**src/rtl/gtp_pll0_reset_seq_if.sv**
```systemverilog
// Purpose : Control/status bundle between the PLL0 reset sequencer and its user (PLL pins plus ready/fail status).
// Ports   : enable and pll_lock go into the sequencer; pll_pd, pll_reset, pll_ready, fail and retry_count come out of it.
// Modports: slave = sequencer side, master = driving/observing side (system logic or bench).
interface gtp_pll0_reset_seq_if;
    logic       enable;       // level request for PLL bring-up
    logic       pll_lock;     // raw PLL0LOCK, asynchronous to clk
    logic       pll_pd;       // to PLL0PD
    logic       pll_reset;    // to PLL0RESET
    logic       pll_ready;    // PLL locked and stable
    logic       fail;         // sticky unrecoverable-PLL flag
    logic [3:0] retry_count;  // retries consumed since leaving IDLE

    modport slave (
        input  enable,
        input  pll_lock,
        output pll_pd,
        output pll_reset,
        output pll_ready,
        output fail,
        output retry_count
    );

    modport master (
        output enable,
        output pll_lock,
        input  pll_pd,
        input  pll_reset,
        input  pll_ready,
        input  fail,
        input  retry_count
    );
endinterface

```
**src/rtl/gtp_pll0_reset_seq.sv**
```systemverilog
// Purpose : Power-up / reset / lock-qualify sequencer for a GTPE2_COMMON PLL0, with bounded retry and a sticky fail flag.
// Ports   : clk, rst (sync, active-high); pll_if.slave carries enable/pll_lock in and pll_pd/pll_reset/pll_ready/fail/retry_count out.
// Timing  : Moore machine, every output decoded from registered state; pll_lock reaches the FSM through a 2-flop synchronizer.
module gtp_pll0_reset_seq #(
    parameter int POWERUP_WAIT = 8192,   // cycles powered up before the reset pulse
    parameter int RESET_PULSE  = 16,     // cycles pll_reset is held high
    parameter int LOCK_TIMEOUT = 65536,  // max cycles waiting for lock before a retry
    parameter int LOCK_STABLE  = 1024,   // consecutive locked cycles before ready
    parameter int MAX_RETRIES  = 3       // retries before FAIL, legal range 1..15
) (
    input  logic                       clk,
    input  logic                       rst,
    gtp_pll0_reset_seq_if.slave        pll_if
);

    // ------------------------------------------------------------------
    // Counter widths and terminal values
    // ------------------------------------------------------------------
    localparam int PU_W = $clog2(POWERUP_WAIT) + 1;
    localparam int RP_W = $clog2(RESET_PULSE) + 1;
    localparam int TO_W = $clog2(LOCK_TIMEOUT) + 1;
    localparam int ST_W = $clog2(LOCK_STABLE) + 1;

    // Each counter starts at 0 on state entry, so the state's last cycle is N-1.
    localparam logic [PU_W-1:0] PU_LAST = PU_W'(POWERUP_WAIT - 1);
    localparam logic [RP_W-1:0] RP_LAST = RP_W'(RESET_PULSE - 1);
    localparam logic [TO_W-1:0] TO_LAST = TO_W'(LOCK_TIMEOUT - 1);
    localparam logic [ST_W-1:0] ST_LAST = ST_W'(LOCK_STABLE - 1);
    localparam logic [3:0]      RETRY_MAX = 4'(MAX_RETRIES);

    typedef enum logic [2:0] {
        S_IDLE,
        S_POWERUP,
        S_RESET,
        S_WAIT_LOCK,
        S_STABLE,
        S_READY,
        S_RETRY,
        S_FAIL
    } state_t;

    state_t            state_q, state_d;
    logic [PU_W-1:0]   pu_cnt_q, pu_cnt_d;
    logic [RP_W-1:0]   rp_cnt_q, rp_cnt_d;
    logic [TO_W-1:0]   to_cnt_q, to_cnt_d;
    logic [ST_W-1:0]   st_cnt_q, st_cnt_d;
    logic [3:0]        retry_q, retry_d;

    // ------------------------------------------------------------------
    // Lock synchronizer: lock_s_q in cycle n reflects pll_lock in cycle n-2.
    // ------------------------------------------------------------------
    logic lock_meta_q;
    logic lock_s_q;

    always_ff @(posedge clk) begin
        if (rst) begin
            lock_meta_q <= 1'b0;
            lock_s_q    <= 1'b0;
        end else begin
            lock_meta_q <= pll_if.pll_lock;
            lock_s_q    <= lock_meta_q;
        end
    end

    // ------------------------------------------------------------------
    // Terminal-count decodes
    // ------------------------------------------------------------------
    logic pu_done;
    logic rp_done;
    logic to_done;
    logic st_done;

    assign pu_done = (pu_cnt_q == PU_LAST);
    assign rp_done = (rp_cnt_q == RP_LAST);
    assign to_done = (to_cnt_q == TO_LAST);
    // Only reachable while lock_s has stayed high since STABLE entry.
    assign st_done = lock_s_q && (st_cnt_q == ST_LAST);

    // ------------------------------------------------------------------
    // Next-state logic
    // ------------------------------------------------------------------
    always_comb begin
        state_d = state_q;

        if ((state_q != S_IDLE) && !pll_if.enable) begin
            // Dropping enable beats every other transition, including FAIL hold.
            state_d = S_IDLE;
        end else begin
            case (state_q)
                S_IDLE: begin
                    if (pll_if.enable) state_d = S_POWERUP;
                end
                S_POWERUP: begin
                    if (pu_done) state_d = S_RESET;
                end
                S_RESET: begin
                    if (rp_done) state_d = S_WAIT_LOCK;
                end
                S_WAIT_LOCK: begin
                    // Lock is tested first so a lock arriving on the timeout
                    // cycle is not thrown away as a retry.
                    if (lock_s_q)     state_d = S_STABLE;
                    else if (to_done) state_d = S_RETRY;
                end
                S_STABLE: begin
                    // A glitch restarts the lock wait with a fresh timer and
                    // does not consume a retry.
                    if (!lock_s_q)    state_d = S_WAIT_LOCK;
                    else if (st_done) state_d = S_READY;
                end
                S_READY: begin
                    if (!lock_s_q) state_d = S_RETRY;
                end
                S_RETRY: begin
                    if (retry_q == RETRY_MAX) state_d = S_FAIL;
                    else                      state_d = S_RESET;
                end
                S_FAIL: begin
                    state_d = S_FAIL;
                end
                default: begin
                    state_d = S_IDLE;
                end
            endcase
        end
    end

    // ------------------------------------------------------------------
    // Counter and retry next-state
    // ------------------------------------------------------------------
    logic stay;

    always_comb begin
        // A counter only advances while its own state persists; any state
        // change (including re-entry from another state) starts it at zero.
        stay     = (state_d == state_q);
        pu_cnt_d = '0;
        rp_cnt_d = '0;
        to_cnt_d = '0;
        st_cnt_d = '0;
        retry_d  = retry_q;

        if (stay) begin
            case (state_q)
                S_POWERUP:   pu_cnt_d = pu_cnt_q + 1'b1;
                S_RESET:     rp_cnt_d = rp_cnt_q + 1'b1;
                S_WAIT_LOCK: to_cnt_d = to_cnt_q + 1'b1;
                S_STABLE:    st_cnt_d = st_cnt_q + 1'b1;
                default:     ;
            endcase
        end

        if (state_d == S_IDLE) begin
            retry_d = '0;
        end else if ((state_q == S_RETRY) && (state_d == S_RESET)) begin
            // Only taken when retry_q < MAX_RETRIES, so the count saturates there.
            retry_d = retry_q + 4'd1;
        end
    end

    // ------------------------------------------------------------------
    // State registers
    // ------------------------------------------------------------------
    always_ff @(posedge clk) begin
        if (rst) begin
            state_q  <= S_IDLE;
            pu_cnt_q <= '0;
            rp_cnt_q <= '0;
            to_cnt_q <= '0;
            st_cnt_q <= '0;
            retry_q  <= '0;
        end else begin
            state_q  <= state_d;
            pu_cnt_q <= pu_cnt_d;
            rp_cnt_q <= rp_cnt_d;
            to_cnt_q <= to_cnt_d;
            st_cnt_q <= st_cnt_d;
            retry_q  <= retry_d;
        end
    end

    // ------------------------------------------------------------------
    // Moore output decode
    // ------------------------------------------------------------------
    assign pll_if.pll_pd      = (state_q == S_IDLE) || (state_q == S_FAIL);
    assign pll_if.pll_reset   = (state_q == S_RESET);
    assign pll_if.pll_ready   = (state_q == S_READY);
    assign pll_if.fail        = (state_q == S_FAIL);
    assign pll_if.retry_count = retry_q;

endmodule
```
**src/flat_wrapper.sv**
```systemverilog
// flat-port wrapper written by rule: the top's interface ports become plain ports
module gtp_pll0_reset_seq_flat 
#(
    parameter int POWERUP_WAIT = 8192,                                              
    parameter int RESET_PULSE  = 16,                                     
    parameter int LOCK_TIMEOUT = 65536,                                               
    parameter int LOCK_STABLE  = 1024,                                            
    parameter int MAX_RETRIES  = 3                                                
)
  (clk, rst, pll_if_enable, pll_if_pll_lock, pll_if_pll_pd, pll_if_pll_reset, pll_if_pll_ready, pll_if_fail, pll_if_retry_count);
  gtp_pll0_reset_seq_if pll_if_i ();
  input  logic clk;
  input  logic rst;
  input wire logic [$bits(pll_if_i.enable)-1:0] pll_if_enable;
  input wire logic [$bits(pll_if_i.pll_lock)-1:0] pll_if_pll_lock;
  output wire logic [$bits(pll_if_i.pll_pd)-1:0] pll_if_pll_pd;
  output wire logic [$bits(pll_if_i.pll_reset)-1:0] pll_if_pll_reset;
  output wire logic [$bits(pll_if_i.pll_ready)-1:0] pll_if_pll_ready;
  output wire logic [$bits(pll_if_i.fail)-1:0] pll_if_fail;
  output wire logic [$bits(pll_if_i.retry_count)-1:0] pll_if_retry_count;
  assign pll_if_i.enable = pll_if_enable;
  assign pll_if_i.pll_lock = pll_if_pll_lock;
  assign pll_if_pll_pd = pll_if_i.pll_pd;
  assign pll_if_pll_reset = pll_if_i.pll_reset;
  assign pll_if_pll_ready = pll_if_i.pll_ready;
  assign pll_if_fail = pll_if_i.fail;
  assign pll_if_retry_count = pll_if_i.retry_count;
  gtp_pll0_reset_seq #(.POWERUP_WAIT(POWERUP_WAIT), .RESET_PULSE(RESET_PULSE), .LOCK_TIMEOUT(LOCK_TIMEOUT), .LOCK_STABLE(LOCK_STABLE), .MAX_RETRIES(MAX_RETRIES)) u_core (.clk(clk), .rst(rst), .pll_if(pll_if_i));
endmodule
```
**config.mk**
```make
export PLATFORM = sky130hd
export DESIGN_NAME = gtp_pll0_reset_seq_flat
export DESIGN_NICKNAME = d
export VERILOG_FILES = /design/src/rtl/gtp_pll0_reset_seq_if.sv /design/src/rtl/gtp_pll0_reset_seq.sv /design/src/flat_wrapper.sv
export SDC_FILE = /design/constraint.sdc
export NUM_CORES = 1
export LEC_CHECK = 0
export ABC_CLOCK_PERIOD_IN_PS = 3200
export BUFFER_PORTS_ARGS = -buffer_cell sky130_fd_sc_hd__clkbuf_2
export CAP_MARGIN = 20
export CORE_UTILIZATION = 50
export CTS_CLUSTER_SIZE = 8
export DETAILED_ROUTE_END_ITERATION = 12
export PLACE_DENSITY = 0.67
export SLEW_MARGIN = 20
export SYNTH_ARGS = -nofsm -noshare
export SYNTH_HDL_FRONTEND = slang
export SYNTH_SLANG_ARGS = --single-unit
```
**constraint.sdc**
```tcl
create_clock -name clk -period 3.2 [get_ports clk]
set_input_delay 0.64 -clock clk [delete_from_list [all_inputs] [get_ports clk]]
set_output_delay 0.64 -clock clk [all_outputs]
set_load 0.01 [all_outputs]
```
Word level (Yosys, flattened, before mapping)
Cells that the tools add are included.
{"block": "totals", "register_bits": 56, "inputBits": 4, "output_inout_bits": 8, "wordCells": 56}
{"block": "op_classes", "n_eq_ne": 14, "n_addsub": 5, "n_reduce_logical": 13, "n_mux": 11, "n_bitwise": 5}
{"operator": "2-to-1 mux 3 bit", "n": 10}
{"operator": "case mux 3 bit (8 select lines)", "n": 1}
{"operator": "adder 17 x 1 -> 17 bit, second input constant", "n": 1}
{"operator": "equality test 17 x 16 -> 1 bit, second input constant", "n": 1}
{"operator": "adder 14 x 1 -> 14 bit, second input constant", "n": 1}
{"operator": "equality test 14 x 13 -> 1 bit, second input constant", "n": 1}
{"operator": "equality test 3 bit, second input constant", "n": 4}
{"operator": "OR reduction 3 bit", "n": 4}
{"operator": "adder 11 x 1 -> 11 bit, second input constant", "n": 1}
{"operator": "equality test 11 x 10 -> 1 bit, second input constant", "n": 1}
{"operator": "equality test 3 x 2 -> 1 bit, second input constant", "n": 3}
{"operator": "zero test 3 bit", "n": 2}
{"operator": "adder 5 x 1 -> 5 bit, second input constant", "n": 1}
{"operator": "equality test 5 x 4 -> 1 bit, second input constant", "n": 1}
{"operator": "inverter 1 bit", "n": 5}
{"operator": "adder 4 x 1 -> 4 bit, second input constant", "n": 1}
{"operator": "equality test 4 x 2 -> 1 bit, second input constant", "n": 1}
{"operator": "equality test 3 x 1 -> 1 bit, second input constant", "n": 1}
{"operator": "equality test 3 bit", "n": 1}
{"operator": "logical AND 1 bit", "n": 3}
{"operator": "nonzero test 3 bit", "n": 1}
{"operator": "OR reduction 2 bit", "n": 1}
{"operator": "zero test 1 bit", "n": 1}
{"operator": "logical OR 1 bit", "n": 1}

Longest topological paths before layout
Gate-level depths: netlist of run 1.
{"block": "logic_depth", "depth_word": 9, "ltp_mapped": 9, "mapped_depth_nobuf": 9}

Least setup slack after synthesis of run 1
OpenSTA, ideal clock, no wires.
{"block": "synth_timing", "path_type": "register to register", "startpoint": "register u_core.to_cnt_q[0]", "endpoint": "register u_core.pu_cnt_q[10]", "t_arrival_ns": 2.241, "synth_period_minus_slack_ns": 2.368, "path_buffers": 1, "setup_slack_ns": 0.832, "stages_incl_launch_ff": 10, "setup_time_ns": 0.128, "path_cell_list": "dfxtp_1 > ha_1 > nand3_1 > nor4_1 > ha_1 > nor4_1 > o32a_1 > o21bai_1 > clkbuf_1 > nor2_1"}
{"block": "synth_between", "elab_chain_len": 8}
{"item": "from (decl)", "line": "gtp_pll0_reset_seq.sv:45", "text": "logic [TO_W-1:0] to_cnt_q, to_cnt_d;"}
{"item": "from (signal assigned)", "line": "gtp_pll0_reset_seq.sv:176", "text": "to_cnt_q <= to_cnt_d;"}
{"item": "equality test 17 x 16 -> 1 bit", "line": "gtp_pll0_reset_seq.sv:75", "text": "assign to_done = (to_cnt_q == TO_LAST);"}
{"item": "2-to-1 mux 3 bit", "line": "gtp_pll0_reset_seq.sv:103", "text": "else if (to_done) state_d = S_RETRY;"}
{"item": "2-to-1 mux 3 bit", "line": "gtp_pll0_reset_seq.sv:102", "text": "if (lock_s_q) state_d = S_STABLE;"}
{"item": "case mux 3 bit (8 select lines)", "line": "gtp_pll0_reset_seq.sv:89", "text": "case (state_q)"}
{"item": "2-to-1 mux 3 bit", "line": "gtp_pll0_reset_seq.sv:85", "text": "if ((state_q != S_IDLE) && !pll_if.enable) begin"}
{"item": "equality test 3 bit", "line": "gtp_pll0_reset_seq.sv:136", "text": "stay = (state_d == state_q);"}
{"item": "inverter 1 bit (no source line)"}
{"item": "OR reduction 3 bit (no source line)"}
{"item": "to (signal assigned)", "line": "gtp_pll0_reset_seq.sv:174", "text": "pu_cnt_q <= pu_cnt_d;"}
{"item": "to (decl)", "line": "gtp_pll0_reset_seq.sv:43", "text": "logic [PU_W-1:0] pu_cnt_q, pu_cnt_d;"}
No other way between the ends.
A chain may end at the register's enable or synchronous reset.

Worst setup path in the final report of run 1
{"block": "layout_timing", "startpoint": "register u_core.to_cnt_q[0]", "endpoint": "register u_core.rp_cnt_q[0]"}
{"block": "layout_between", "elab_chain_len": 8}
{"item": "equality test 17 x 16 -> 1 bit", "line": "gtp_pll0_reset_seq.sv:75"}
{"item": "2-to-1 mux 3 bit", "line": "gtp_pll0_reset_seq.sv:103"}
{"item": "2-to-1 mux 3 bit", "line": "gtp_pll0_reset_seq.sv:102"}
{"item": "case mux 3 bit (8 select lines)", "line": "gtp_pll0_reset_seq.sv:89"}
{"item": "2-to-1 mux 3 bit", "line": "gtp_pll0_reset_seq.sv:85"}
{"item": "equality test 3 bit", "line": "gtp_pll0_reset_seq.sv:136"}
{"item": "inverter 1 bit (no source line)"}
{"item": "OR reduction 3 bit (no source line)"}
{"item": "to (signal assigned)", "line": "gtp_pll0_reset_seq.sv:175", "text": "rp_cnt_q <= rp_cnt_d;"}
{"item": "to (decl)", "line": "gtp_pll0_reset_seq.sv:44", "text": "logic [RP_W-1:0] rp_cnt_q, rp_cnt_d;"}
No other way between the ends.

==> run_results.csv, run 1 <==
group,metric,value,unit
pwr,power_leakage,0.863,nW
synth,postSynthCellCount,289,
placed_design,port-buffer-count,11,
clock_tree,cts_inserted_buffers,5,
hold_path,min_path_type,"reg -> reg",
worst_setup_path,crit_path_max_fanout,7,
timing,max_freq,0.383,GHz
clock_tree,max-clock-path-buffers,2,
clock_tree,cts.reportedPaths.clkPinSlew,0.10,ns
floorplanning,row_count,25,
clock_tree,tritoncts,"built",
synth,synthesized_area_fraction_occupied_by_ao_oa_aoi_and_oai_cells,0.100,
worst_setup_path,critPathCaptureType,"register",
grt,antenna_found_initial,0,
grt,grt.met1_usage,0.228,
worst_setup_path,r2r_end,"u_core.rp_cnt_q[0]",
floorplanning,initial_utilization,0.524,
worst_setup_path,critical_path_required,3.44,ns
timing,final_worst_setup_slack,0.591,ns
synth,synth-simple-area-share,0.271,
clock_tree,htree_num_levels,2,
synth,synthesis.area,2490,µm²
final_layout,post_route_cells_drive_above_1_share,0.0930,
timing,report.final.slew_viol_count,0,
route,vias_per_cell,5.23,
worst_setup_path,crit_path_max_incr_delay,0.44,ns
synth,netlist-cell-type-count,40,
timing,clock_skew,0.0104,ns
clock_tree,clock_sinks,56,
worst_setup_path,critPathSlowestCell,"a311o_1",
grt,global_route_wire_length_before_repair,7450,µm
worst_setup_path,reg2reg_from,"u_core.to_cnt_q[0]",
grt,grt_start_max_net_pins,17,
timing,finalCriticalPeriod,2.61,ns
route,num_vias,1923,
route,drtIter0Drc,62,
clock_tree,cts-resized-gates,0,
worst_setup_path,data_arrival_at_the_endpoint_of_the_critical_path,2.85,ns
grt,use_met2,0.296,
timing,grt_setup_unrepaired,"no",
final_layout,flow.area_growth_from_synthesis,8.99,%
flow_run,max-cap-violations,0,
synth,average_cell_area_after_synthesis,8.62,µm²
pwr,ir_worst_vdd,233,µV
synth,synth_warnings,0,
pwr,p_per_area,430,nW/µm²
synth,synth-edff-count,0,
floorplanning,die_width,72.6,µm
grt,grt_overflow,0,
timing,max-slew-margin-rel,0.481,
synth,ys.flop_type,"dfxtp_1",
hold_path,hold_path.startpoint,"u_core.lock_meta_q",
worst_setup_path,regToRegSetupSlack,0.59,ns
synth,async_reset_ff_frac,0,
grt,track_usage,0.180,
placed_design,post-place-cells,360,
grt,via_count_of_the_first_global_routing_pass,1770,
worst_setup_path,worstSetupStartpointType,"register",
grt,grt_busiest_layer,"met2",
placed_design,dp_worst_setup_slack,0.606,ns
synth,post_synth_fa_ha_maj_area_fraction,0.0352,
grt,groute.layer.met3.usage,0.0333,
floorplanning,fp.dieH,72.6,µm
synth,synth.mux.area_fraction,0,
clock_tree,cts.hold.buffers_added,0,
floorplanning,design.die.area,5270,µm²
final_layout,antenna_cells_inserted,0,
worst_setup_path,sequence_of_cells_on_the_critical_path,"ha_1 -> nand3_1 -> nor4_1 -> ha_1 -> nor4_1 -> o32a_1 -> a311o_1 -> nor2_1",
synth,synth_top_family_by_area,"simple AND/OR/NAND/NOR gates",
worst_setup_path,reg2regPathDepth,8,
worst_setup_path,criticalPathCategory,"reg -> reg",
timing,hold_violation_total_from_the_final_report,0,
worst_setup_path,crit_family,"compound AO/OA/AOI/OAI gates",
synth,synth-seq-area-share,0.450,
synth,synth_xor_area_frac,0.109,
placed_design,gp_congestion,0.763,
timing,setup_violations,0,
route,detail_route.wl_per_cell,11.4,µm
hold_path,timing.hold.worst_endpoint,"u_core.lock_s_q",
route,remaining_drc_errors,0,
clock_tree,clock_latency,0.31,ns
clock_tree,cts.repair_timing.setup_buffer_count,0,
floorplanning,design.core.area,4750,µm²
timing,final_min_period_over_clock_period,0.815,
hold_path,hold_depth,1,
timing,accumulated_negative_setup_slack,0,ns
route,first_pass_iters,4,
final_layout,num-nets-final,311,
final_layout,instances_no_fill,368,
worst_setup_path,cp_num_buf_inv,0,
synth,total_nets_after_synthesis,300,
route,routed_wl,4180,µm
outcome,status,"finished, final reports clean",
synth,postSynthRegisterBits,56,
placed_design,post-dp-hpwl,2980,µm
floorplanning,num_io_pins,12,
clock_tree,cts_root_buf,"clkbuf_8",
route,detail-route-antenna-nets,0,
timing,worst_pin_slew,0.768,ns
==> layout by cell type (no fill, tap or decap), types with 2 or more instances in the layout <==
master and n:
nor3_1 10, clkbuf_8 5, inv_1 15, ha_1 7, nor4_1 4, nand2_1 13
xnor2_1 18, o31ai_1 2, dfxtp_1 56, nand3b_1 3, nor2_1 50, and3_1 5
xor2_1 13, clkbuf_2 11, nor2b_1 3, o21ai_0 10, nand4_1 9, or3_2 2
or2_2 2, or3_1 7, nand2b_1 4, a21oi_1 13, nor3b_1 2, nand3_1 15
o22ai_1 2
==> metal layers <==
layer,routed length (µm),up-vias
li1,-,1015
met1,2070,884
met2,1930,17
met3,101,7
met4,81,0
met5,0,-
==> through the flow <==
stage | hold slack [ns] | power, mW | utilization | area (µm²)
6_report | 0.444 | 1.17 | 0.571 | 2710
5_1_grt | 0.466 | 1.21 | 0.571 | 2710
4_1_cts | 0.453 | 1.18 | 0.571 | 2710
3_5_place_dp | 0.431 | 0.739 | 0.548 | 2610
3_3_place_gp | 0.418 | 0.739 | 0.548 | 2610
2_1_floorplan | 0.414 | 0.733 | - | 2490
==> flip-flops by register name, indices dropped and copies added (netlist names) <==
| signal | count |
|---|---|
| u_core.rp_cnt_q | 5 |
| u_core.st_cnt_q | 11 |
| u_core.lock_meta_q | 1 |
| u_core.lock_s_q | 1 |
| u_core.pll_if.retry_count | 4 |
| u_core.state_q | 3 |
| u_core.pu_cnt_q | 14 |
| u_core.to_cnt_q | 17 |
==> power breakdown <==
group / total (mW) / switching, mW / internal [mW]
Sequential: 0.702 / 0.00313 / 0.698
Combinational: 0.0217 / 0.0138 / 0.00795
Clock: 0.445 / 0.212 / 0.232
Total: 1.17 / 0.229 / 0.939
==> logic make-up (layout without fill, tap and decap cells) <==
logic type                 count (synthesis)  in the layout
AOI/OAI and AO/OA                         38             38
buffers and inverters                     23             35
adders and majority gates                  7              7
and+or+nand+nor                          134            134
xor gates and xnor gates                  31             31
DFF                                       56             56
==> Yosys cell counts (4+ instances only) <==
library cell | count | share of area
nor2_1 | 50 | 0.075
or3_1 | 7 | 0.018
xor2_1 | 13 | 0.046
o21ai_0 | 10 | 0.020
nor3_1 | 10 | 0.020
a21oi_1 | 13 | 0.026
nand2_1 | 13 | 0.020
xnor2_1 | 18 | 0.063
nand4_1 | 9 | 0.023
nor4_1 | 4 | 0.010
nand3_1 | 15 | 0.030
inv_1 | 15 | 0.023
nand2b_1 | 4 | 0.010
dfxtp_1 | 56 | 0.45
and3_1 | 5 | 0.013
ha_1 | 7 | 0.035
clkbuf_1 | 8 | 0.012
==> final cells by class <==
cell class	instances	area, µm²
Multi-Input combinational cell	210	1280
Tap cell	67	83.8
Fill cell	452	2040
Sequential cell	56	1120
Timing Repair Buffer	12	62.6
Clock inverter	2	35.0
Clock buffer	6	72.6
Inverter	15	56.3
==> worst max-delay path by stage <==
stage,from,endpoint,cells after the start
after detailed placement,u_core.to_cnt_q[0],u_core.rp_cnt_q[0],8
after global placement,u_core.to_cnt_q[0],u_core.rp_cnt_q[3],8
after global routing,u_core.to_cnt_q[0],u_core.rp_cnt_q[0],8
final,u_core.to_cnt_q[0],u_core.rp_cnt_q[0],8
after floorplan,u_core.to_cnt_q[0],u_core.pu_cnt_q[10],9
after CTS,u_core.to_cnt_q[0],u_core.rp_cnt_q[0],8
Power figures use the tool's default switching activity.
==> run 2, diff against run 1 <==
- ABC_CLOCK_PERIOD_IN_PS: 3200 -> 2200
- PLACE_DENSITY: 0.67 -> 0.7
- clock period: 3.2 -> 2.2 ns (I/O delays scaled with it)
==> run_results.csv, run 2 (synthesis results as in run 1) <==
group,metric,value,unit
worst_setup_path,sequence_of_cells_on_the_critical_path,"and3_4 -> nand3_4 -> nor4_4 -> ha_2 -> nor4_1 -> o32a_1 -> a311o_1 -> nor2_1",
timing,grt_setup_unrepaired,"yes",
timing,finalCriticalPeriod,2.14,ns
floorplanning,initial_utilization,0.524,
worst_setup_path,critPathSlowestCell,"o32a_1",
worst_setup_path,crit_family,"simple AND/OR/NAND/NOR gates",
worst_setup_path,data_arrival_at_the_endpoint_of_the_critical_path,2.39,ns
route,routed_wl,4910,µm
floorplanning,design.core.area,4750,µm²
clock_tree,cts_root_buf,"clkbuf_8",
grt,grt_overflow,0,
final_layout,post_route_cells_drive_above_1_share,0.249,
final_layout,register_area,1130,µm²
timing,accumulated_negative_setup_slack,0,ns
final_layout,number_of_flip_flops_under_the_largest_register_name,17,
final_layout,design_area,3100,µm²
clock_tree,cts.reportedPaths.clkPinSlew,0.09,ns
final_layout,combined_area_of_the_multi_input_logic_cells,1400,µm²
timing,clock_skew,0.00934,ns
final_layout,largestRegisters,"u_core.to_cnt_q (17), u_core.pu_cnt_q (14), u_core.st_cnt_q (11)",
final_layout,antenna_cells_inserted,0,
timing,final_worst_setup_slack,0.0588,ns
timing,report.final.slew_viol_count,0,
grt,track_usage,0.199,
worst_setup_path,critical_path_required,2.44,ns
clock_tree,max-clock-path-buffers,2,
floorplanning,row_count,25,
timing,setup_violations,0,
route,num_vias,2105,
placed_design,placedInstanceArea,2870,µm²
worst_setup_path,worstSetupStartpointType,"register",
floorplanning,num_io_pins,12,
outcome,status,"finished, final reports clean",
route,remaining_drc_errors,0,
placed_design,gp_congestion,0.743,
timing,max_freq,0.467,GHz
worst_setup_path,critPathCaptureType,"register",
floorplanning,fp.dieH,72.6,µm
floorplanning,design.die.area,5270,µm²
pwr,ir_worst_vdd,481,µV
pwr,report.power.total,1.78,mW
timing,worst_pin_slew,0.509,ns
final_layout,flow.area_growth_from_synthesis,24.5,%
timing,max-slew-margin-rel,0.661,
final_layout,fillers,411,
route,first_pass_iters,6,
worst_setup_path,cp_num_buf_inv,0,
grt,global_route_wire_length_before_repair,8140,µm
route,drtIter0Drc,88,
placed_design,port-buffer-count,11,
route,vias_per_cell,5.26,
final_layout,leading_cell_type_in_the_layout_fill_and_taps_excluded,"dfxtp_1",
placed_design,dp_worst_setup_slack,-0.0983,ns
floorplanning,die_width,72.6,µm
grt,via_count_of_the_first_global_routing_pass,1871,
route,detail_route.wl_per_cell,12.3,µm
worst_setup_path,crit_path_max_fanout,5,
placed_design,post-dp-hpwl,3370,µm
final_layout,finish.utilization,0.652,
final_layout,num-nets-final,343,
hold_path,min_path_type,"in -> reg",
timing,hold_violation_total_from_the_final_report,0,
worst_setup_path,crit_path_max_incr_delay,0.38,ns
clock_tree,tritoncts,"built",
clock_tree,clock_sinks,56,
grt,antenna_found_initial,0,
final_layout,top_register,"u_core.to_cnt_q",
clock_tree,clock_latency,0.31,ns
worst_setup_path,criticalPathCategory,"reg -> reg",
pwr,power_leakage,1.05,nW
final_layout,layout_common_cells,"dfxtp_1 (51), nor2_1 (49), buf_4 (32)",
pwr,p_per_area,575,nW/µm²
timing,final_min_period_over_clock_period,0.973,
clock_tree,htree_num_levels,2,
route,detail-route-antenna-nets,0,
grt,grt_start_max_net_pins,17,
flow_run,max-cap-violations,0,
clock_tree,cts_inserted_buffers,5,
[run 2: cell count changes in the layout (fill, tap and decap cells not counted), moves of 3 or more]
cell and delta:
nor3_2 +6, dfxtp_2 +5, nor3_1 -6, buf_4 +31
dfxtp_1 -5, ha_1 -3
[run 2: cell type report]
class                      instances  area share
timing repair buffer              44      0.0989
sequential                        56       0.364
tap                               67      0.0270
multi-input combinational        210       0.452
clock buffer                       7      0.0311
clock inverter                     1     0.00969
inverter                          15      0.0182
[run 2: what timing repair did]
item	CTS	global route
hold endpoints to repair	0	0
setup endpoints to repair	23	26
cloned	0	0
setup buffers	0	3
pin swaps	3	5
resized for setup	2	19
hold buffers	0	0
[run 2: metal layers]
| layer | global-route usage | share of wire | vias to the layer above |
|---|---|---|---|
| met3 | 0.0417 | 0.026 | 7 |
| met4 | 0.0654 | 0.016 | 0 |
| li1 | - | - | 1078 |
| met5 | 0 | 0 | - |
| met2 | 0.347 | 0.51 | 25 |
| met1 | 0.243 | 0.45 | 995 |
[run 2: path summary, 6_finish.rpt]
path	depth (start not counted)	slack (ns)	end	from
hold / removal	2	0.35	u_core.lock_meta_q	pll_if_pll_lock
setup / recovery	8	0.06	u_core.rp_cnt_q[2]	u_core.to_cnt_q[4]
hold reg to reg	1	0.44	u_core.lock_s_q	u_core.lock_meta_q
setup reg to reg	8	0.06	u_core.rp_cnt_q[2]	u_core.to_cnt_q[4]
[run 2: metrics by stage]
step / hold WS, ns / instances
after floorplan: 0.414 / 289
after global placement: 0.417 / 389
after detailed placement: 0.428 / 389
after CTS: 0.351 / 397
after global routing: 0.357 / 400
final: 0.351 / 400
[run 2: power by group]
part / internal [mW] / total, mW / switching (mW)
Sequential: 1.02 / 1.02 / 0.00482
Clock: 0.402 / 0.724 / 0.322
Combinational: 0.0138 / 0.0365 / 0.0227
==> run 3, diff against run 2 <==
- CELL_PAD_IN_SITES_DETAIL_PLACEMENT: not set -> 1
- CELL_PAD_IN_SITES_GLOBAL_PLACEMENT: not set -> 2
- CORE_UTILIZATION: 50 -> 35
- CTS_BUF_LIST: not set -> sky130_fd_sc_hd__clkbuf_4 sky130_fd_sc_hd__clkbuf_8
- PLACE_DENSITY: 0.7 -> not set
- PLACE_DENSITY_LB_ADDON: not set -> 0.1
==> run_results.csv, run 3 (synthesis results as in run 1) <==
group,metric,value,unit
route,drtIter0Drc,79,
worst_setup_path,criticalPathCategory,"reg -> reg",
placed_design,gp_congestion,0.682,
floorplanning,initial_utilization,0.364,
final_layout,leading_cell_type_in_the_layout_fill_and_taps_excluded,"nor2_1",
final_layout,largestRegisters,"u_core.to_cnt_q (17), u_core.pu_cnt_q (14), u_core.st_cnt_q (11)",
pwr,ir_worst_vdd,220,µV
flow_run,max-cap-violations,0,
final_layout,antenna_cells_inserted,0,
worst_setup_path,crit_family,"simple AND/OR/NAND/NOR gates",
floorplanning,fp.dieH,86.3,µm
clock_tree,cts_root_buf,"clkbuf_8",
hold_path,min_path_type,"in -> reg",
route,num_vias,2104,
outcome,status,"finished, final reports clean",
grt,global_route_wire_length_before_repair,9360,µm
worst_setup_path,crit_path_max_incr_delay,0.56,ns
placed_design,post-dp-hpwl,4190,µm
grt,track_usage,0.156,
floorplanning,design.die.area,7460,µm²
timing,finalCriticalPeriod,2.12,ns
worst_setup_path,critPathSlowestCell,"or4_4",
floorplanning,num_io_pins,12,
placed_design,dp_worst_setup_slack,-0.0397,ns
clock_tree,tritoncts,"built",
clock_tree,max-clock-path-buffers,2,
timing,report.final.slew_viol_count,0,
final_layout,layout_common_cells,"nor2_1 (50), dfxtp_1 (47), buf_4 (35)",
placed_design,placedInstanceArea,2930,µm²
route,routed_wl,5540,µm
timing,hold_violation_total_from_the_final_report,0,
worst_setup_path,critical_path_required,2.44,ns
route,detail_route.wl_per_cell,12.8,µm
timing,clock_skew,0.00650,ns
floorplanning,die_width,86.3,µm
timing,final_worst_setup_slack,0.0786,ns
final_layout,top_register,"u_core.to_cnt_q",
route,detail-route-antenna-nets,0,
worst_setup_path,crit_path_max_fanout,6,
pwr,power_leakage,1.04,nW
timing,accumulated_negative_setup_slack,0,ns
timing,max-slew-margin-rel,0.716,
grt,antenna_found_initial,0,
timing,setup_violations,0,
final_layout,finish.utilization,0.454,
floorplanning,row_count,30,
worst_setup_path,critPathCaptureType,"register",
worst_setup_path,worstSetupStartpointType,"register",
final_layout,design_area,3100,µm²
pwr,p_per_area,535,nW/µm²
route,first_pass_iters,4,
worst_setup_path,worstSetupPathDepth,6,
final_layout,flow.area_growth_from_synthesis,24.6,%
placed_design,post-place-cells,422,
route,remaining_drc_errors,0,
floorplanning,design.core.area,6830,µm²
timing,max_freq,0.471,GHz
final_layout,post_route_cells_drive_above_1_share,0.247,
grt,via_count_of_the_first_global_routing_pass,2140,
clock_tree,cts_inserted_buffers,5,
final_layout,instances_no_fill,432,
clock_tree,clock_latency,0.31,ns
route,vias_per_cell,4.87,
worst_setup_path,cp_num_buf_inv,0,
worst_setup_path,sequence_of_cells_on_the_critical_path,"ha_4 -> nand3_2 -> or4_4 -> o22a_4 -> or4_1 -> a21oi_1",
grt,grt_start_max_net_pins,18,
clock_tree,cts.reportedPaths.clkPinSlew,0.10,ns
timing,grt_setup_unrepaired,"no",
grt,grt_overflow,0,
final_layout,number_of_flip_flops_under_the_largest_register_name,17,
worst_setup_path,reg2regPathDepth,6,
final_layout,num-nets-final,346,
clock_tree,clock_sinks,56,
placed_design,port-buffer-count,11,
timing,worst_pin_slew,0.422,ns
timing,final_min_period_over_clock_period,0.964,
hold_path,hold_depth,2,
worst_setup_path,data_arrival_at_the_endpoint_of_the_critical_path,2.36,ns
clock_tree,htree_num_levels,2,
clock_tree,cts.hold.buffers_added,0,
run 3: worst paths after layout:
| check | slack [ns] | to | start |
|---|---|---|---|
| worst max-delay path | 0.08 | u_core.pll_if.retry_count[2] | u_core.pu_cnt_q[0] |
| worst min-delay path | 0.34 | u_core.lock_meta_q | pll_if_pll_lock |
| worst max register to register | 0.08 | u_core.pll_if.retry_count[2] | u_core.pu_cnt_q[0] |
| worst min register to register | 0.45 | u_core.lock_s_q | u_core.lock_meta_q |
run 3: metrics by stage:
step	total power [mW]	hold WS (ns)
floorplan	1.07	0.414
global placement	1.08	0.418
detailed placement	1.08	0.434
CTS	1.69	0.328
global route	1.74	0.336
finish	1.66	0.342
run 3: timing repair:
| action | 4_1_cts | 5_1_grt |
|---|---|---|
| buffers inserted | 0 | 2 |
| pin swaps | 2 | 3 |
| gates cloned | 0 | 0 |
| setup endpoints to repair | 14 | 26 |
| gates resized for setup | 4 | 14 |
run 3: layout make-up:
| type | instances | area [µm²] |
|---|---|---|
| fillers | 823 | 3730 |
| multi-input cells | 210 | 1370 |
| flip-flops and latches | 56 | 1130 |
| repair buffers | 47 | 329 |
| well taps | 96 | 120 |
| clock buffers | 6 | 82.6 |
| inverters | 15 | 56.3 |
| clock inverters | 2 | 15.0 |
run 3: power by group:
group | internal [mW] | switching, mW | total (mW)
registers | 1.02 | 0.00415 | 1.02
clock network | 0.256 | 0.341 | 0.597
logic | 0.0173 | 0.0242 | 0.0415
total | 1.29 | 0.370 | 1.66
run 3: layer usage:
layer | track usage | vias up | wire, µm
met3 | 0.0314 | 5 | 124
li1 | - | 1086 | -
met4 | 0.0455 | 0 | 53
met5 | 0 | - | 0
met2 | 0.271 | 17 | 2670
met1 | 0.197 | 996 | 2700
